<file path="config.mk">
export PLATFORM = sky130hd
export DESIGN_NAME = melodia_alarma
export DESIGN_NICKNAME = d
export VERILOG_FILES = /design/src/rtl/melodia_pkg.sv /design/src/rtl/tono_gen.sv /design/src/rtl/melodia_alarma.sv
export SDC_FILE = /design/constraint.sdc
export NUM_CORES = 1
export LEC_CHECK = 0
export ABC_CLOCK_PERIOD_IN_PS = 6670
export CAP_MARGIN = 10
export CORE_MARGIN = 2
export CORE_UTILIZATION = 60
export CTS_BUF_LIST = sky130_fd_sc_hd__clkbuf_8
export DETAILED_ROUTE_END_ITERATION = 8
export PLACE_DENSITY = 0.83
export SYNTH_ARGS = -nofsm -noshare
export SYNTH_HDL_FRONTEND = slang
export SYNTH_SLANG_ARGS = --single-unit
</file>
<file path="constraint.sdc">
create_clock -name clk -period 6.67 [get_ports clk]
set_input_delay 0.667 -clock clk [delete_from_list [all_inputs] [get_ports clk]]
set_output_delay 0.667 -clock clk [all_outputs]
set_load 0.01 [all_outputs]
</file>
<file path="src/rtl/melodia_pkg.sv">
// Shared types and constants for the melodia_alarma buzzer melody player.
// Note half-periods assume the 50 MHz system clock.
package melodia_pkg;

  localparam int CLK_HZ = 50_000_000;

  localparam int MI_HP = 37_922;
  localparam int SI_HP = 50_619;
  localparam int DO_HP = 47_778;
  localparam int FA_HP = 35_793;
  localparam int RE_HP = 42_566;

  typedef enum logic [1:0] {
    IDLE  = 2'd0,
    LOAD  = 2'd1,
    TONE  = 2'd2,
    PAUSE = 2'd3
  } state_t;

  // Converts a duration in milliseconds to system clock cycles.
  function automatic longint unsigned MS_TO_CLK(input longint unsigned ms);
    return ms * 64'(CLK_HZ) / 64'd1000;
  endfunction

endpackage

</file>
<file path="src/rtl/tono_gen.sv">
// Square-wave generator: toggles its level every hp_eff enabled cycles.
// A zero half-period holds the output low (rest note).
module tono_gen #(
  parameter int HPE_W = 21
) (
  input  logic             clk,
  input  logic             rst_n,
  input  logic [HPE_W-1:0] hp_eff,
  input  logic             enable,
  input  logic             clear,
  output logic             salida
);

  logic [HPE_W-1:0] tone_cnt;
  logic             level;

  always_ff @(posedge clk or negedge rst_n) begin
    if (!rst_n) begin
      tone_cnt <= '0;
      level    <= 1'b0;
    end else if (clear) begin
      tone_cnt <= '0;
      level    <= 1'b0;
    end else if (enable) begin
      if (hp_eff == '0) begin
        tone_cnt <= '0;
        level    <= 1'b0;
      end else if (tone_cnt == hp_eff - HPE_W'(1)) begin
        tone_cnt <= '0;
        level    <= ~level;
      end else begin
        tone_cnt <= tone_cnt + HPE_W'(1);
      end
    end
  end

  // Gating with enable drops the pin low the same cycle the note ends or is aborted.
  assign salida = level & enable;

endmodule

</file>
<file path="src/rtl/melodia_alarma.sv">
// Programmable multi-note alarm melody player with run-time note table,
// repeat count, inter-play pause and octave-down mode.
module melodia_alarma
  import melodia_pkg::*;
#(
  parameter int N_NOTES = 16,
  parameter int HP_W    = 20,
  parameter int DUR_W   = 28,
  parameter int PAUSE_W = 28
) (
  input  logic                       clk,
  input  logic                       rst_n,
  input  logic                       wr_en,
  input  logic [$clog2(N_NOTES)-1:0] wr_addr,
  input  logic [HP_W-1:0]            wr_half_period,
  input  logic [DUR_W-1:0]           wr_duration,
  input  logic [$clog2(N_NOTES):0]   num_notes,
  input  logic [3:0]                 repeats,
  input  logic [PAUSE_W-1:0]         pause_len,
  input  logic                       octave_down,
  input  logic                       start,
  input  logic                       stop,
  output logic                       salida,
  output logic                       busy,
  output logic                       done,
  output logic [$clog2(N_NOTES)-1:0] note_idx
);

  localparam int IDX_W = $clog2(N_NOTES);
  localparam int NUM_W = IDX_W + 1;
  localparam int HPE_W = HP_W + 1;
  localparam int CNT_W = (DUR_W > PAUSE_W) ? DUR_W : PAUSE_W;

  logic [HP_W-1:0]    tbl_hp  [N_NOTES];
  logic [DUR_W-1:0]   tbl_dur [N_NOTES];

  state_t             state, state_d;
  logic [NUM_W-1:0]   num_l;
  logic [3:0]         rep_l, play_cnt;
  logic [PAUSE_W-1:0] pause_l;
  logic [CNT_W-1:0]   cnt;
  logic [HPE_W-1:0]   hp_eff;
  logic [DUR_W-1:0]   dur_q;
  logic [HP_W-1:0]    cur_hp;
  logic [DUR_W-1:0]   cur_dur;
  logic               last_note, finish, advance, done_d;

  // Table is plain storage, writable at any time and never reset.
  always_ff @(posedge clk) begin
    if (wr_en) begin
      tbl_hp[wr_addr]  <= wr_half_period;
      tbl_dur[wr_addr] <= wr_duration;
    end
  end

  assign cur_hp    = tbl_hp[note_idx];
  assign cur_dur   = tbl_dur[note_idx];
  assign last_note = ({1'b0, note_idx} >= num_l - NUM_W'(1));
  assign finish    = (rep_l != 4'd0) && (play_cnt + 4'd1 == rep_l);
  assign busy      = (state != IDLE);

  always_comb begin
    state_d = state;
    advance = 1'b0;
    case (state)
      IDLE:  if (start) state_d = LOAD;
      LOAD:  if (cur_dur == '0) advance = 1'b1;
             else state_d = TONE;
      TONE:  if (cnt == CNT_W'(dur_q) - CNT_W'(1)) advance = 1'b1;
      PAUSE: if (pause_l == '0 || cnt == CNT_W'(pause_l) - CNT_W'(1)) state_d = LOAD;
      default: state_d = IDLE;
    endcase
    if (advance) state_d = !last_note ? LOAD : (finish ? IDLE : PAUSE);
    // stop wins over start and over any advance in the same cycle.
    if (stop) begin
      state_d = IDLE;
      advance = 1'b0;
    end
    done_d = advance && last_note && finish;
  end

  always_ff @(posedge clk or negedge rst_n) begin
    if (!rst_n) begin
      state    <= IDLE;
      done     <= 1'b0;
      cnt      <= '0;
      num_l    <= '0;
      rep_l    <= '0;
      pause_l  <= '0;
      play_cnt <= '0;
      note_idx <= '0;
      hp_eff   <= '0;
      dur_q    <= '0;
    end else begin
      state <= state_d;
      done  <= done_d;
      cnt   <= (state_d != state || advance || state == IDLE) ? '0 : cnt + CNT_W'(1);
      if (state == IDLE && state_d == LOAD) begin
        if (num_notes == '0)                  num_l <= NUM_W'(1);
        else if (num_notes > NUM_W'(N_NOTES)) num_l <= NUM_W'(N_NOTES);
        else                                  num_l <= num_notes;
        rep_l    <= repeats;
        pause_l  <= pause_len;
        play_cnt <= '0;
        note_idx <= '0;
      end
      if (state == LOAD) begin
        hp_eff <= octave_down ? {cur_hp, 1'b0} : {1'b0, cur_hp};
        dur_q  <= cur_dur;
      end
      if (advance) begin
        if (!last_note) begin
          note_idx <= note_idx + IDX_W'(1);
        end else begin
          play_cnt <= play_cnt + 4'd1;
          if (!finish) note_idx <= '0;
        end
      end
    end
  end

  tono_gen #(.HPE_W(HPE_W)) u_tono (
    .clk    (clk),
    .rst_n  (rst_n),
    .hp_eff (hp_eff),
    .enable (state == TONE),
    .clear  (state != TONE),
    .salida (salida)
  );

endmodule
</file>
; Word level (Yosys, flattened, before mapping)
; Memories as Yosys holds them, arrays and structs flattened.
; Index checks and enable logic that the tools add are counted.
[word_totals]
in_bits = 95
output_inout_bits = 7
mem_count = 2
mem_bits_rw = 768
word_cells = 86
ff_bits = 147
[op_classes]
n_reduce_logical = 17
n_eq_ne = 10
order_cmp = 2
n_mux = 33
n_bitwise = 2
addsub = 8
[memory_table]
columns = name, words, width, rd, rd_clocked_by_memory_dff, write_ports, line_no
row1 = tbl_dur, 16, 28, 1, 0, 1, melodia_alarma.sv:35  ; logic [DUR_W-1:0] tbl_dur [N_NOTES];
row2 = tbl_hp, 16, 20, 1, 0, 1, melodia_alarma.sv:34  ; logic [HP_W-1:0] tbl_hp [N_NOTES];
[op_table]
columns = operator, count
row1 = 21-bit 2-to-1 mux, 5
row2 = 28-bit == test, 2
row3 = 28-bit zero test, 2
row4 = 28-bit by 1-bit subtractor with 28-bit output (second input constant), 2
row5 = 28-bit by 1-bit adder with 28-bit output (second input constant), 1
row6 = 28-bit 2-to-1 mux, 1
row7 = 4-bit 2-to-1 mux, 7
row8 = 21-bit by 1-bit adder with 21-bit output (second input constant), 1
row9 = 21-bit == test, 1
row10 = 21-bit zero test, 1
row11 = 21-bit by 1-bit subtractor with 21-bit output (second input constant), 1
row12 = 2-bit 2-to-1 mux, 7
row13 = 5-bit 2-to-1 mux, 2
row14 = 1-bit 2-to-1 mux, 9
row15 = 4-bit by 1-bit adder with 4-bit output (second input constant), 2
row16 = 2-bit one-hot mux with 3 select lines, 1
row17 = 4-bit by 5-bit greater-or-equal comparator with 1-bit output, 1
row18 = 5-bit > comparator (second input constant), 1
row19 = 5-bit zero test, 1
row20 = 5-bit by 1-bit subtractor with 5-bit output (second input constant), 1
row21 = 2-bit by 1-bit == test with 1-bit output (second input constant), 2
row22 = 2-bit == test (second input constant), 2
row23 = 4-bit == test, 1
row24 = 1-bit logical AND, 4
row25 = other kinds (11), 14

; Logic depth before layout (Yosys ltp)
[logic_depth]
depth_word = 13
depth_mapped = 19

; Hierarchy
; Synthesis repeated with hierarchy kept, for this count alone.
[unflattened]
hier_cells = 2194
area_unflattened_um2 = 38506.9
[modules_own_cells]
columns = module, area_per_inst_um2, cells_per_inst, seq_area_each_um2, instances
row1 = melodia_alarma, 36693.9, 1982, 26190.1, 1
row2 = tono_gen, 1813.0, 212, 550.5, 1

; Least setup slack after synthesis
; Ideal clock, no wire load.
[synth_path]
path_kind = input to register
startpoint = input port wr_addr[3]
endpoint = memory tbl_dur[0][0], enable pin
path_slack_ns = 1.698
setup_ns = 0.513
arrival_time_ns = 4.458
path_stages = 2
path_buffers = 0
path_cell_list = or3b_2 > nor3_1
[synth_rtl]
columns = element, line_no
row1 = from (decl), melodia_alarma.sv:14  ; input logic [$clog2(N_NOTES)-1:0] wr_addr,
row2 = to (decl), melodia_alarma.sv:35
; No word-level cell before the write port.

; Worst setup path after layout
[layout_path]
startpoint = register note_idx[0]
endpoint = register pause_l[10]
[layout_via]
elab_chain_cells = 8
[layout_lines]
columns = element, line_no
row1 = from (decl), melodia_alarma.sv:26  ; output logic [$clog2(N_NOTES)-1:0] note_idx
row2 = from (signal assigned), melodia_alarma.sv:113  ; note_idx <= note_idx + IDX_W'(1);
row3 = memory 16 x 28 bit, n/a
row4 = 28-bit zero test, melodia_alarma.sv:67  ; LOAD: if (cur_dur == '0) advance = 1'b1;
row5 = 2-bit 2-to-1 mux or 1-bit 2-to-1 mux (tied branches), melodia_alarma.sv:67
row6 = 2-bit one-hot mux with 3 select lines or 1-bit one-hot mux with 2 select lines (tied branches), melodia_alarma.sv:65  ; case (state)
row7 = 2-bit 2-to-1 mux (*), melodia_alarma.sv:73  ; if (advance) state_d = !last_note ? LOAD : (finish ? IDLE : PAUSE);
row8 = 2-bit 2-to-1 mux (*), melodia_alarma.sv:75  ; if (stop) begin
row9 = 2-bit by 1-bit == test with 1-bit output (*), melodia_alarma.sv:98  ; if (state == IDLE && state_d == LOAD) begin
row10 = 1-bit logical AND (*), melodia_alarma.sv:98
row11 = to (signal assigned), melodia_alarma.sv:103  ; pause_l <= pause_len;
row12 = to (decl), melodia_alarma.sv:40  ; logic [PAUSE_W-1:0] pause_l;
; Every way passes the cells marked *; elsewhere a longest branch is shown, timed or not.
; A chain may end at the register's enable or synchronous reset.

==> reports/results.ini <==
[outcome]
status = finished clean

[critical_path]
cpPeakStageDelay_ps = 950
end_kind = flip-flop
path_class = flip-flop to flip-flop
cp_cell_sequence = buf_12 -> mux4_2 -> a22oi_1 -> nand2_1 -> nor4_1 -> nand4_1 -> o31ai_1 -> mux2i_1 -> or3b_2 -> buf_4 -> mux2_4
r2r_slack_ps = 1190
cp.arrival_ps = 6130
critPathLaunch = note_idx[0]
crit_path_end = pause_l[10]
required_ps = 7330
worst_r2r_path_depth = 11
slowest_stage = dfrtp_4
critPathLaunchType = flip-flop
cp_max_fo = 79
reg2reg_to = pause_l[10]
reg2reg_from = note_idx[0]

[floorplan]
die_y_um = 259
fp.dieW_um = 259
core-area_sq_um = 64200
start_util = 0.606
rows = 93
die_area_sq_um = 66900
ios = 102

[synth]
synth_area_leader_cell = edfxtp_1
netlist_top_cells_area = edfxtp_1, mux4_2, dfrtp_1
async_reset_ff_frac = 0.161
synth_common_cells = edfxtp_1, mux4_2, dfrtp_1, nor2_1, xnor2_1
synth_top_area_share = 0.593
syn-cell-area_sq_um = 38900
synth_flop_cell = edfxtp_1
synth_seq_cells = 915
yosysUniqueCellTypes = 85
seq_area_frac_synth = 0.688
postSynthCellCount = 2208
syn_avg_cell_area_sq_um = 17.6
syn_nets = 2321
synth_edf_count = 768
yosysWarningCount = 0
yosysMostFrequentCell = edfxtp_1

[timing]
setup_tns_ps = 0
hold_viol_final = 0
worst_pin_slew_ps = 1210
fin_crit_sh = 0.821
fmax_mhz = 183
clock_skew_ps = 39.4
rsz0062_at_grt = false
timing.slew.headroom = 0.193
setup_viol = 0
fin_crit_ps = 5480
finalMaxSlewViolations = 0

[finish]
drive_above_1_share = 0.215
fin_area_sq_um = 43500
fillers = 3999
nets = 2484
regArea_sq_um = 26800
area_growth_pct = 11.7
multiInputGateArea_sq_um = 11600

[global_route]
grt_pass1_wl_um = 133000
antenna_found_initial = 7
overflow = 0
grt_pass1_vias = 22220
grtUsageTotal = 0.270
grt_max_degree = 80

[cts]
ctsResizeCount = 0
cts_tree = done
path_clk_slew_ps = 60
clockRootBuffer = clkbuf_8
cts_inserted_buffers = 144
cts.sinks = 915
cts_buffer_depth = 3
cts_max_level = 4
clk_latency_ps = 810

[power]
p_per_area_nw_per_um2 = 305
peakVddDrop_mv = 0.190
p_leak_nw = 14.4

[run]
drv_cap = 0

[drt]
dr.first_iter.drc_count = 2841
firstDrtPassIters = 6
vias = 21666
ant_nets = 0
routedWlPerCell_um = 26.6
viasPerCell = 6.48
drc = 0
routed_wl_um = 88700

[placed_design]
place_area_sq_um = 40800
place.gp.congestion = 0.871
hpwlAfterDp_um = 51900
io_buffers = 101

[worst_hold_path]
hold_path.class = input pin to asynchronous set/reset pin

[state kept, by name, summed over array words and instances, names as in the netlist]
signal	cells
u_tono.tone_cnt	21
play_cnt	4
tbl_hp	320
pause_l	28
state	2
u_tono.level	1
done	1
tbl_dur	448
cnt	28
note_idx	4
num_l	5
rep_l	4
dur_q	28
hp_eff	21
[placed cells by master (no fill, tap or decap), types with 10 or more instances in the layout]
cell             count
edfxtp_1           768
mux4_2             212
clkbuf_8           149
dfrtp_1            143
clkdlybuf4s50_1    100
nor2_1              93
xnor2_1             88
inv_1               85
nand2_1             77
xor2_1              63
a22oi_1             57
nand3_1             41
buf_4               36
nor4_1              35
mux2_4              34
clkinv_1            34
nor3_1              32
a21oi_1             31
and4_1              29
mux2i_1             26
nor2b_1             24
mux2_2              24
nand4_1             22
o21ai_0             19
nand2b_1            17
ha_1                17
or4_1               16
nor2_4              12
or3_1               11
and3_1              11
a31oi_1             10
[cell families (layout without fill, tap and decap cells)]
family / Yosys count / after routing / share of synthesized area
buffers and inverters: 155 / 430 / 0.0177
DFF: 915 / 915 / 0.688
AOI/OAI and AO/OA: 196 / 196 / 0.0366
and+or+nand+nor: 474 / 474 / 0.0678
xor gates and xnor gates: 152 / 152 / 0.0346
other: 0 / 3 / 0
adders and majority gates: 20 / 20 / 0.00631
muxes: 296 / 296 / 0.150
[timing repair]
item,4_1_cts,5_1_grt
hold endpoints to repair,70,0
hold buffers,1,0
setup buffers,0,0
[area by class of cell]
class	instances	share of cell area
Sequential cell	915	0.616
Multi-Input combinational cell	1138	0.266
Clock buffer	149	0.0472
Timing Repair Buffer	139	0.0302
Tap cell	855	0.0246
Clock inverter	109	0.0130
Inverter	33	0.00285
Antenna cell	3	0.000173
[metal layers]
metal,vias up,track usage,wire length (um)
met1,11022,0.366,33700
li1,9197,-,-
met5,-,0,40
met4,6,0.0960,2420
met2,1255,0.431,43600
met3,186,0.0674,8910
[worst min-delay path by stage]
stage                          to          start
2_1_floorplan              cnt[0]          rst_n
3_5_place_dp          play_cnt[3]    play_cnt[3]
3_3_place_gp          play_cnt[3]    play_cnt[3]
4_1_cts                  num_l[1]   num_notes[1]
5_1_grt               pause_l[17]  pause_len[17]
6_report       u_tono.tone_cnt[3]          rst_n
[stage by stage]
step / worst slack [ps] / hold slack, ps / power [W] / std cells / utilization
after floorplan: 1700 / 371 / 0.00844 / 2208 / -
after global placement: 1460 / 513 / 0.00892 / 3079 / 0.636
after detailed placement: 1300 / 523 / 0.00900 / 3079 / 0.636
after CTS: 1230 / 400 / 0.0133 / 3338 / 0.677
after global routing: 972 / 434 / 0.0138 / 3341 / 0.677
final: 1190 / 456 / 0.0132 / 3341 / 0.677
[report_power, final]
part | internal [W] | switching (W)
sequential | 0.00657 | 0.000498
combinational | 0.000904 | 0.000943
clock | 0.00217 | 0.00215
total | 0.00965 | 0.00359
[critical path, delay by kind of cell (launching register included)]
kind | cells | cell delay (ps)
mux | 3 | 1150
simple gates | 4 | 1420
flops | 1 | 950
compound gates | 2 | 750
buf+inv | 2 | 860
Power figures use the tool's default switching activity.
